==> config.mk <==
export PLATFORM = sky130hd
export DESIGN_NAME = frame_unpacker_flat
export DESIGN_NICKNAME = d
export VERILOG_FILES = /design/src/rtl/frame_unpacker_pkg.sv /design/src/rtl/frame_unpacker_if.sv /design/src/rtl/crc7_serial.sv /design/src/rtl/frame_unpacker.sv /design/src/flat_wrapper.sv
export SDC_FILE = /design/constraint.sdc
export NUM_CORES = 1
export LEC_CHECK = 0
export ABC_AREA = 1
export CORE_MARGIN = 2
export CORE_UTILIZATION = 24
export DETAILED_ROUTE_END_ITERATION = 7
export SYNTH_ARGS = -nofsm -noshare
export SYNTH_HDL_FRONTEND = slang
export SYNTH_SLANG_ARGS = --single-unit
export TNS_END_PERCENT = 50
==> constraint.sdc <==
create_clock -name clk -period 2.5 [get_ports clk]
set_clock_uncertainty 0.05 [all_clocks]
set_input_delay 0.5 -clock clk [delete_from_list [all_inputs] [get_ports clk]]
set_output_delay 0.5 -clock clk [all_outputs]
set_load 0.1 [all_outputs]
==> src/rtl/frame_unpacker_pkg.sv <==
// Shared receiver definitions: frame layout, sync/CRC constants and unpacker state encodings.
package frame_unpacker_pkg;

  localparam int FRAME_W       = 71;
  localparam int SYNC_HI       = 70;
  localparam int SYNC_LO       = 63;
  localparam int SEQ_HI        = 62;
  localparam int SEQ_LO        = 55;
  localparam int PAYLOAD_HI    = 54;
  localparam int PAYLOAD_LO    = 7;
  localparam int CRC_HI        = 6;
  localparam int CRC_LO        = 0;
  localparam int PAYLOAD_BYTES = 6;

  localparam logic [7:0] SYNC_WORD = 8'hA5;
  localparam logic [6:0] CRC_POLY  = 7'h09;

  localparam logic [1:0] ST_IDLE    = 2'd0;
  localparam logic [1:0] ST_CHECK   = 2'd1;
  localparam logic [1:0] ST_VERDICT = 2'd2;
  localparam logic [1:0] ST_EMIT    = 2'd3;

  // Payload byte 0 sits at the top of the payload field.
  function automatic logic [7:0] payload_byte(input logic [FRAME_W-1:0] frame,
                                              input logic [2:0] idx);
    return frame[PAYLOAD_HI - 8 * int'(idx) -: 8];
  endfunction

endpackage

==> src/rtl/frame_unpacker_if.sv <==
// Payload byte stream (valid/ready) from the unpacker to display/storage logic.
interface frame_unpacker_if;
  logic [7:0] byte_out;
  logic       byte_valid;
  logic       byte_last;
  logic       byte_ready;
  logic [7:0] seq_out;

  modport master (output byte_out, byte_valid, byte_last, seq_out, input byte_ready);
  modport slave  (input byte_out, byte_valid, byte_last, seq_out, output byte_ready);
endinterface

==> src/rtl/crc7_serial.sv <==
// Bit-serial CRC-7, MSB first; shared with the transmitter-side frame builder.
module crc7_serial
  import frame_unpacker_pkg::*;
#(
  parameter logic [6:0] POLY = CRC_POLY
) (
  input  logic       clk,
  input  logic       reset,
  input  logic       clear,
  input  logic       enable,
  input  logic       bit_in,
  output logic [6:0] crc
);

  logic fb;
  assign fb = bit_in ^ crc[6];

  always_ff @(posedge clk) begin
    if (reset || clear) begin
      crc <= '0;
    end else if (enable) begin
      crc <= {crc[5:0], 1'b0} ^ (fb ? POLY : 7'h00);
    end
  end

endmodule

==> src/rtl/frame_unpacker.sv <==
// Latches deserialized frames, checks sync and CRC-7, tracks sequence continuity and streams
// the payload bytes of good frames; saturating debug counters.
module frame_unpacker
  import frame_unpacker_pkg::*;
#(
  parameter int unsigned CNT_W = 8
) (
  input  logic                 clk,
  input  logic                 reset,
  input  logic [FRAME_W-1:0]   frame_in,
  input  logic                 frame_strobe,
  frame_unpacker_if.master     bs,
  output logic                 seq_gap,
  output logic                 busy,
  output logic [CNT_W-1:0]     frames_ok,
  output logic [CNT_W-1:0]     crc_err_cnt,
  output logic [CNT_W-1:0]     sync_err_cnt,
  output logic [CNT_W-1:0]     overrun_cnt
);

  logic [1:0]         state_q, state_d;
  logic [FRAME_W-1:0] frame_q;
  logic [5:0]         bit_idx_q;
  logic [2:0]         byte_idx_q;
  logic [7:0]         expected_seq_q;
  logic               first_frame_q;
  logic [6:0]         crc;

  logic       sync_ok, start, crc_ok, emit, accept;
  logic [7:0] seq;

  assign sync_ok = frame_in[SYNC_HI:SYNC_LO] == SYNC_WORD;
  assign start   = (state_q == ST_IDLE) && frame_strobe && sync_ok;
  assign crc_ok  = crc == frame_q[CRC_HI:CRC_LO];
  assign seq     = frame_q[SEQ_HI:SEQ_LO];
  assign emit    = state_q == ST_EMIT;
  assign accept  = emit && bs.byte_ready;

  crc7_serial #(
    .POLY (CRC_POLY)
  ) u_crc (
    .clk    (clk),
    .reset  (reset),
    .clear  (start),
    .enable (state_q == ST_CHECK),
    .bit_in (frame_q[bit_idx_q]),
    .crc    (crc)
  );

  always_comb begin
    state_d = state_q;
    unique case (state_q)
      ST_IDLE:    if (start) state_d = ST_CHECK;
      ST_CHECK:   if (bit_idx_q == 6'(PAYLOAD_LO)) state_d = ST_VERDICT;
      ST_VERDICT: state_d = crc_ok ? ST_EMIT : ST_IDLE;
      ST_EMIT:    if (accept && byte_idx_q == 3'(PAYLOAD_BYTES - 1)) state_d = ST_IDLE;
      default:    state_d = ST_IDLE;
    endcase
  end

  always_ff @(posedge clk) begin
    if (reset) begin
      state_q        <= ST_IDLE;
      frame_q        <= '0;
      bit_idx_q      <= '0;
      byte_idx_q     <= '0;
      expected_seq_q <= '0;
      first_frame_q  <= 1'b1;
      frames_ok      <= '0;
      crc_err_cnt    <= '0;
      sync_err_cnt   <= '0;
      overrun_cnt    <= '0;
    end else begin
      state_q <= state_d;
      if (start) begin
        frame_q   <= frame_in;
        bit_idx_q <= 6'(SEQ_HI);
      end
      if (state_q == ST_CHECK) bit_idx_q <= bit_idx_q - 6'd1;
      if ((state_q == ST_IDLE) && frame_strobe && !sync_ok && !(&sync_err_cnt)) begin
        sync_err_cnt <= sync_err_cnt + CNT_W'(1);
      end
      // Strobes outside IDLE are dropped; the in-flight frame continues untouched.
      if ((state_q != ST_IDLE) && frame_strobe && !(&overrun_cnt)) begin
        overrun_cnt <= overrun_cnt + CNT_W'(1);
      end
      if (state_q == ST_VERDICT) begin
        if (!crc_ok) begin
          if (!(&crc_err_cnt)) crc_err_cnt <= crc_err_cnt + CNT_W'(1);
        end else begin
          if (!(&frames_ok)) frames_ok <= frames_ok + CNT_W'(1);
          expected_seq_q <= seq + 8'd1;
          first_frame_q  <= 1'b0;
          byte_idx_q     <= '0;
        end
      end
      if (accept) byte_idx_q <= byte_idx_q + 3'd1;
    end
  end

  assign busy          = state_q != ST_IDLE;
  assign seq_gap       = (state_q == ST_VERDICT) && crc_ok && !first_frame_q &&
                         (seq != expected_seq_q);
  assign bs.byte_valid = emit;
  assign bs.byte_out   = emit ? payload_byte(frame_q, byte_idx_q) : 8'h00;
  assign bs.byte_last  = emit && (byte_idx_q == 3'(PAYLOAD_BYTES - 1));
  assign bs.seq_out    = emit ? seq : 8'h00;

endmodule

==> src/flat_wrapper.sv <==
// flat-port wrapper written by rule: the top's interface ports become plain ports
module frame_unpacker_flat import frame_unpacker_pkg::*;
#(
  parameter int unsigned CNT_W = 8
)
  (clk, reset, frame_in, frame_strobe, seq_gap, busy, frames_ok, crc_err_cnt, sync_err_cnt, overrun_cnt, bs_byte_out, bs_byte_valid, bs_byte_last, bs_seq_out, bs_byte_ready);
  frame_unpacker_if bs_i ();
  input  logic clk;
  input  logic reset;
  input  logic [FRAME_W-1:0] frame_in;
  input  logic frame_strobe;
  output logic seq_gap;
  output logic busy;
  output logic [CNT_W-1:0] frames_ok;
  output logic [CNT_W-1:0] crc_err_cnt;
  output logic [CNT_W-1:0] sync_err_cnt;
  output logic [CNT_W-1:0] overrun_cnt;
  output wire logic [$bits(bs_i.byte_out)-1:0] bs_byte_out;
  output wire logic [$bits(bs_i.byte_valid)-1:0] bs_byte_valid;
  output wire logic [$bits(bs_i.byte_last)-1:0] bs_byte_last;
  output wire logic [$bits(bs_i.seq_out)-1:0] bs_seq_out;
  input wire logic [$bits(bs_i.byte_ready)-1:0] bs_byte_ready;
  assign bs_byte_out = bs_i.byte_out;
  assign bs_byte_valid = bs_i.byte_valid;
  assign bs_byte_last = bs_i.byte_last;
  assign bs_seq_out = bs_i.seq_out;
  assign bs_i.byte_ready = bs_byte_ready;
  frame_unpacker #(.CNT_W(CNT_W)) u_core (.clk(clk), .reset(reset), .frame_in(frame_in), .frame_strobe(frame_strobe), .bs(bs_i), .seq_gap(seq_gap), .busy(busy), .frames_ok(frames_ok), .crc_err_cnt(crc_err_cnt), .sync_err_cnt(sync_err_cnt), .overrun_cnt(overrun_cnt));
endmodule
==> metrics.yaml, run 1 <==
synthesis:
  ys_warn_count: 0
  synth_edf_count: 0
  synth.yosys.seq_area_share_pct: 38.1
  yosys.area.top_type: "dfxtp_1"
  synth_nets: 1056
  syn_avg_cell_area_sq_um: 6.64
  async_flop_share_pct: 0
  yosys_register_bits: 123
  yosys-top-cells-area: "dfxtp_1 38%, a21oi_1 10%, o21ai_0 10%"
  ys_types: 38
  netlist.area_leader.share_pct: 38.1
  synthFlopType: "dfxtp_1"
  synth_area_sq_um: 6450
  syn_inst: 972
place:
  dp.cells: 1411
  post-dp-hpwl_mm: 15.3
  place_area_sq_um: 8410
  io_buffers: 126
  gp_congestion: 0.822
floorplanning:
  pin_count: 127
  die-area_sq_um: 28200
  rows: 60
  die_width_um: 168
  core_sq_um: 26700
  die_y_um: 168
  start_util_pct: 24.2
layout:
  regArea_sq_um: 2470
  area_growth_syn_to_layout_pct: 43.6
  final_common_cell: "nand2_1"
  nets: 1181
  finalNonFillerCells: 1452
  layout_common_cells: "170 x nand2_1, 125 x inv_1, 122 x a21oi_1, 121 x dfxtp_1, 119 x o21ai_0"
  multi_input_area_sq_um: 3450
  fill_cells: 2789
  post-route-cell-area_sq_um: 9270
  drive_gt1_share_pct: 14.7
routing:
  ant_nets: 0
  routed_via_density: 4.74
  first_pass_iters: 5
  drt_iter0_drc: 432
  wl_per_cell_um: 14.4
  postRouteWirelength_mm: 21.0
  drc: 0
  num_vias: 6876
grt:
  grt_max_degree: 62
  grt_pass1_vias: 6571
  overflow: 0
  grt_pass1_wl_mm: 33.9
  track_usage_pct: 15.0
  antenna_found_initial: 0
clock_network:
  cts_made_buffers: 17
  tritoncts: "built"
  clk_pin_slew_worst_paths_ns: 0.06
  cts_num_sinks: 123
  htree_levels: 4
  cts_buffer_depth: 2
  cts_hold_buf: 0
  cts-root-buf: "clkbuf_16"
  clk_latency_ns: 0.43
sta:
  setup_slack_ns: -0.254
  setup-tns-final_ns: -1.92
  rsz0062_at_grt: "true"
  hold_ws_ns: 0.416
  fmax_ghz: 0.363
  final_max_slew_viol_count: 0
  timing.slew.headroom_pct: 60.5
  worst_slew_pin_slew_ns: 0.592
  finalHoldViolCount: 0
  final.period_utilization_pct: 110
  setup_viol: 9
  period_minus_slack_ns: 2.75
job:
  max-cap-violations: 0
setup_path:
  slowest_delay_ns: 0.36
  slowest_stage: "dfxtp_2"
  r2r_setup_slack_ns: 0.46
  critical_path_class: "reg -> out"
  worstPathMaxFanout: 8
  end_kind: "output pin"
  cp-start-kind: "flop"
  path_cells: "inv_2 > ha_4 > clkinvlp_4 > a21oi_1 > o21ai_0 > a31oi_4 > buf_12"
  worst_ep_required_time_ns: 1.95
  arrival_ns: 2.20
status:
  failed_checks: "negative setup slack"
  status: "finished, violations left"
power:
  power.density_nw_per_um2: 577
  vdd_drop_max_uv: 422
  power.static_leakage_nw: 3.58
hold_path:
  min_path_type: "reg -> reg"
-- where the power goes --
| group | internal, W | total (W) | leakage, nW | switching, W |
|---|---|---|---|---|
| sequential | 0.00197 | 0.00197 | 0.992 | 0.00000543 |
| clock | 0.00214 | 0.00312 | 0.358 | 0.000981 |
| combinational | 0.000137 | 0.000257 | 2.23 | 0.000120 |
-- cell type report --
cell class,instances,area share (%)
Multi-Input combinational cell,660,37.2
Sequential cell,123,26.6
Timing Repair Buffer,160,18.0
Inverter,135,5.58
Clock buffer,19,4.89
Tap cell,341,4.60
Clock inverter,13,3.06
Antenna cell,1,0.0270
-- kinds of logic (layout without fill, tap and decap cells) --
| family | after synthesis | after routing | synth area share, % |
|---|---|---|---|
| and+or+nand+nor | 353 | 353 | 24.0 |
| AOI/OAI and AO/OA | 287 | 287 | 23.2 |
| buffers and inverters | 189 | 327 | 11.4 |
| DFF | 123 | 123 | 38.1 |
| xor gates and xnor gates | 11 | 11 | 1.49 |
| adders and majority gates | 9 | 9 | 1.74 |
| other | 0 | 1 | 0 |
-- synth_stat cells (all sizes together), types with 3 or more instances --
library cell  instances
xor2                  8
a21oi               130
o21ai               132
inv                 133
clkbuf               33
nor2                 51
nor3                 16
o211ai                4
a211oi                3
xnor2                 3
ha                    9
nand4                10
a31oi                 7
o21a                  4
or2                   4
nand2               175
nand3                92
buf                  21
dfxtp               123
-- metrics by stage --
stage          power [W]  util (%)  setup WS (ns)
5_1_grt          0.00551      34.8         -0.369
3_5_place_dp     0.00227      31.6         0.0147
2_1_floorplan    0.00211         -         -0.187
3_3_place_gp     0.00227      31.6         0.0487
4_1_cts          0.00541      34.7         -0.250
6_report         0.00535      34.8         -0.254
-- flip-flops by register name, indices dropped and copies added, names as in the netlist --
name	flops
u_core.state_q	2
u_core.overrun_cnt	8
u_core.u_crc.crc	7
u_core.first_frame_q	1
u_core.crc_err_cnt	8
u_core.byte_idx_q	3
u_core.expected_seq_q	8
u_core.frames_ok	8
u_core.bit_idx_q	6
u_core.sync_err_cnt	8
u_core.frame_q	64
-- metal layers --
metal | part of all wire [%] | track usage, % | vias to the layer above
met3 | 8.0 | 4.77 | 20
met2 | 44 | 23.7 | 225
met5 | 0 | 0 | -
met1 | 47 | 19.8 | 3158
li1 | - | - | 3473
met4 | 1.1 | 4.08 | 0
-- critical path, delay by kind of cell, from the launching register on --
family	cells	cell delay, ns
AOI/OAI and AO/OA	3	0.60
buffers and inverters	3	0.48
DFF	1	0.36
adders and majority gates	1	0.34
-- what timing repair did --
item,4_1_cts,5_1_grt
pin swaps,5,6
cloned,0,0
hold endpoints to repair,0,0
resized for setup,20,7
buffers inserted,7,2
setup endpoints to repair,9,9
-- final timing paths --
path	startpoint	endpoint	cells after the start
worst max-delay path	u_core.byte_idx_q[1]	bs_byte_out[4]	7
worst max register to register	u_core.frames_ok[1]	u_core.frames_ok[7]	12
worst min-delay path	u_core.frame_q[63]	u_core.frame_q[63]	2
worst min register to register	u_core.frame_q[63]	u_core.frame_q[63]	2
Note: power is estimated with default switching activity, not from simulation.
==> run 2, diff against run 1 <==
--- a/config.mk
+++ b/config.mk
@@ -11,5 +11,6 @@
 export DETAILED_ROUTE_END_ITERATION = 7
 export SYNTH_ARGS = -nofsm -noshare
 export SYNTH_HDL_FRONTEND = slang
+export SYNTH_HIERARCHICAL = 1
 export SYNTH_SLANG_ARGS = --single-unit
 export TNS_END_PERCENT = 50
==> metrics.yaml, run 2 <==
synthesis:
  ys_types: 37  # -2.6%
  synthFlopType: "dfxtp_1"
  synth_nets: 1087  # +2.9%
  syn_avg_cell_area_sq_um: 6.69  # +0.68%
  synth.yosys.seq_area_share_pct: 36.7  # -1.4 points
  yosys_register_bits: 123  # unchanged
  synth_area_sq_um: 6710  # +3.9%
  syn_inst: 1003  # +3.2%
  ys_warn_count: 6  # +6
  yosys-top-cells-area: "dfxtp_1 37%, nand2_1 12%, a21oi_1 9.6%"
  yosys.area.top_type: "dfxtp_1"
  yosysMostFrequentCell: "nand2_1"
  synthTopCellsByCount: "214 x nand2_1, 129 x a21oi_1, 123 x dfxtp_1"
  netlist.area_leader.share_pct: 36.7  # -1.4 points
  synth_edf_count: 0  # unchanged
  async_flop_share_pct: 0  # unchanged
power:
  power.density_nw_per_um2: 503  # -13%
  total_power_w: 0.00472  # -12%
  power.static_leakage_nw: 3.64  # +1.8%
  vdd_drop_max_uv: 265  # -37%
clock_network:
  clk_latency_ns: 0.43  # about the same
  cts_made_buffers: 17  # unchanged
  tritoncts: "built"
  cts_buffer_depth: 2  # unchanged
  cts_num_sinks: 123  # unchanged
  clk_pin_slew_worst_paths_ns: 0.07  # about the same
  cts-root-buf: "clkbuf_16"
  htree_levels: 4  # unchanged
setup_path:
  critical_path_class: "reg -> out"
  cp-start-kind: "flop"
  worstPathMaxFanout: 4  # -4
  arrival_ns: 2.12  # -0.08 ns
  end_kind: "output pin"
  worst_ep_required_time_ns: 1.95  # about the same
sta:
  worst_slew_pin_slew_ns: 0.486  # -0.106 ns
  period_minus_slack_ns: 2.67  # -0.0825 ns
  setup-tns-final_ns: -1.06  # +0.862 ns
  setup_viol: 9  # unchanged
  final.period_utilization_pct: 107  # -3.3 points
  rsz0062_at_grt: "true"
  setup_slack_ns: -0.172  # +0.0825 ns
  fmax_ghz: 0.374  # +3.1%
  finalHoldViolCount: 0  # unchanged
  hold_ws_ns: 0.416  # -0.000291 ns
  final_max_slew_viol_count: 0  # unchanged
  timing.slew.headroom_pct: 67.6  # +7.1 points
place:
  gp_congestion: 0.883  # +7.5%
  place_area_sq_um: 8650  # +2.8%
  io_buffers: 126  # unchanged
  place_ws_ns: 0.0723  # +0.0577 ns
  post-dp-hpwl_mm: 15.8  # +2.8%
floorplanning:
  die_width_um: 171  # +1.9%
  pin_count: 127  # unchanged
  die-area_sq_um: 29300  # +3.8%
  start_util_pct: 24.3  # +0.053 points
  die_y_um: 171  # +1.9%
  rows: 61  # +1.7%
  core_sq_um: 27600  # +3.7%
layout:
  nets: 1212  # +2.6%
  layout_common_cells: "209 x nand2_1, 124 x a21oi_1, 120 x dfxtp_1, 99 x inv_1"
  final_common_cell: "nand2_1"
  fill_cells: 2975  # +6.7%
  post-route-cell-area_sq_um: 9380  # +1.2%
  drive_gt1_share_pct: 15.2  # +0.48 points
  largest_register_ffs: 64  # unchanged
  area_growth_syn_to_layout_pct: 39.8
  largest_register: "u_core/frame_q"
routing:
  routed_via_density: 4.62  # -2.5%
  ant_nets: 0  # unchanged
  num_vias: 7019  # +2.1%
  drt_iter0_drc: 500  # +16%
  postRouteWirelength_mm: 21.8  # +3.8%
  drc: 0  # unchanged
  wl_per_cell_um: 14.3  # -0.83%
  first_pass_iters: 5  # unchanged
grt:
  grt_pass1_wl_mm: 34.9  # +2.9%
  track_usage_pct: 15.2  # +0.18 points
  antenna_found_initial: 3  # +3
  grt_pass1_vias: 6811  # +3.7%
  overflow: 0  # unchanged
  grt_max_degree: 55  # -11%
job:
  max-cap-violations: 0  # unchanged
hold_path:
  min_path_type: "reg -> reg"
status:
  failed_checks: "negative setup slack"
  status: "finished, violations left"
[run 2: worst paths after layout]
check,depth (start not counted),startpoint,to,slack (ns)
max reg2reg,14,u_core/bit_idx_q[0],u_core/u_crc/crc[3],0.46
max,10,u_core/byte_idx_q[1],bs_byte_out[4],-0.17
min,2,u_core/frame_q[63],u_core/frame_q[63],0.42
min reg2reg,2,u_core/frame_q[63],u_core/frame_q[63],0.42
[run 2: power breakdown]
part / switching (W) / internal (W)
clock: 0.00105 / 0.00144
combinational: 0.000119 / 0.000136
sequential: 0.00000616 / 0.00197
[run 2: repair_timing]
action                                 in CTS  in global routing
gates resized for setup                    26                  5
setup buffers                               6                  0
endpoints found under the hold margin       0                  0
hold buffers                                0                  0
setup endpoints to repair                   9                  9
pin swaps                                   8                  3
[run 2: stage by stage]
step / utilization, % / instances
2_1_floorplan: - / 1003
3_3_place_gp: 31.3 / 1481
3_5_place_dp: 31.3 / 1481
4_1_cts: 33.8 / 1519
5_1_grt: 33.9 / 1519
6_report: 33.9 / 1520
[run 2: kinds of logic (layout without fill, tap and decap cells)]
family | count (synthesis) | count (layout) | share of synthesized area, %
AO/OA/AOI/OAI | 267 | 267 | 20.9
XOR/XNOR | 34 | 34 | 4.55
adder cells (fa/ha/maj) | 9 | 9 | 1.68
buffers and inverters | 171 | 309 | 10.6
flip-flops | 123 | 123 | 36.7
other | 0 | 1 | 0
AND/OR/NAND/NOR | 399 | 399 | 25.6
[run 2: critical path, stage by stage (launching register included)]
cell and delay, ns:
dfxtp_2 0.36, inv_2 0.05, ha_4 0.28, clkinvlp_4 0.11, buf_12 0.15, a21oi_4 0.11
o21ai_2 0.07, nand3_1 0.10, nand2_2 0.07, a31oi_4 0.20, buf_12 0.20
[run 2: area by class of cell]
type                       count  area (sq um)  share of cell area, %
clock buffer                  18           439                   4.68
sequential                   123          2470                   26.3
timing repair buffer         160          1700                   18.2
clock inverter                14           150                   1.60
tap                          378           473                   5.04
antenna                        1          2.50                 0.0267
multi-input combinational    709          3690                   39.4
inverter                     117           452                   4.82
[run 2: metal layers]
| metal | track usage (%) | routed length [um] |
|---|---|---|
| met5 | 0 | 27 |
| met4 | 5.67 | 474 |
| met3 | 4.72 | 1690 |
| met2 | 24.2 | 9810 |
| met1 | 19.3 | 9770 |
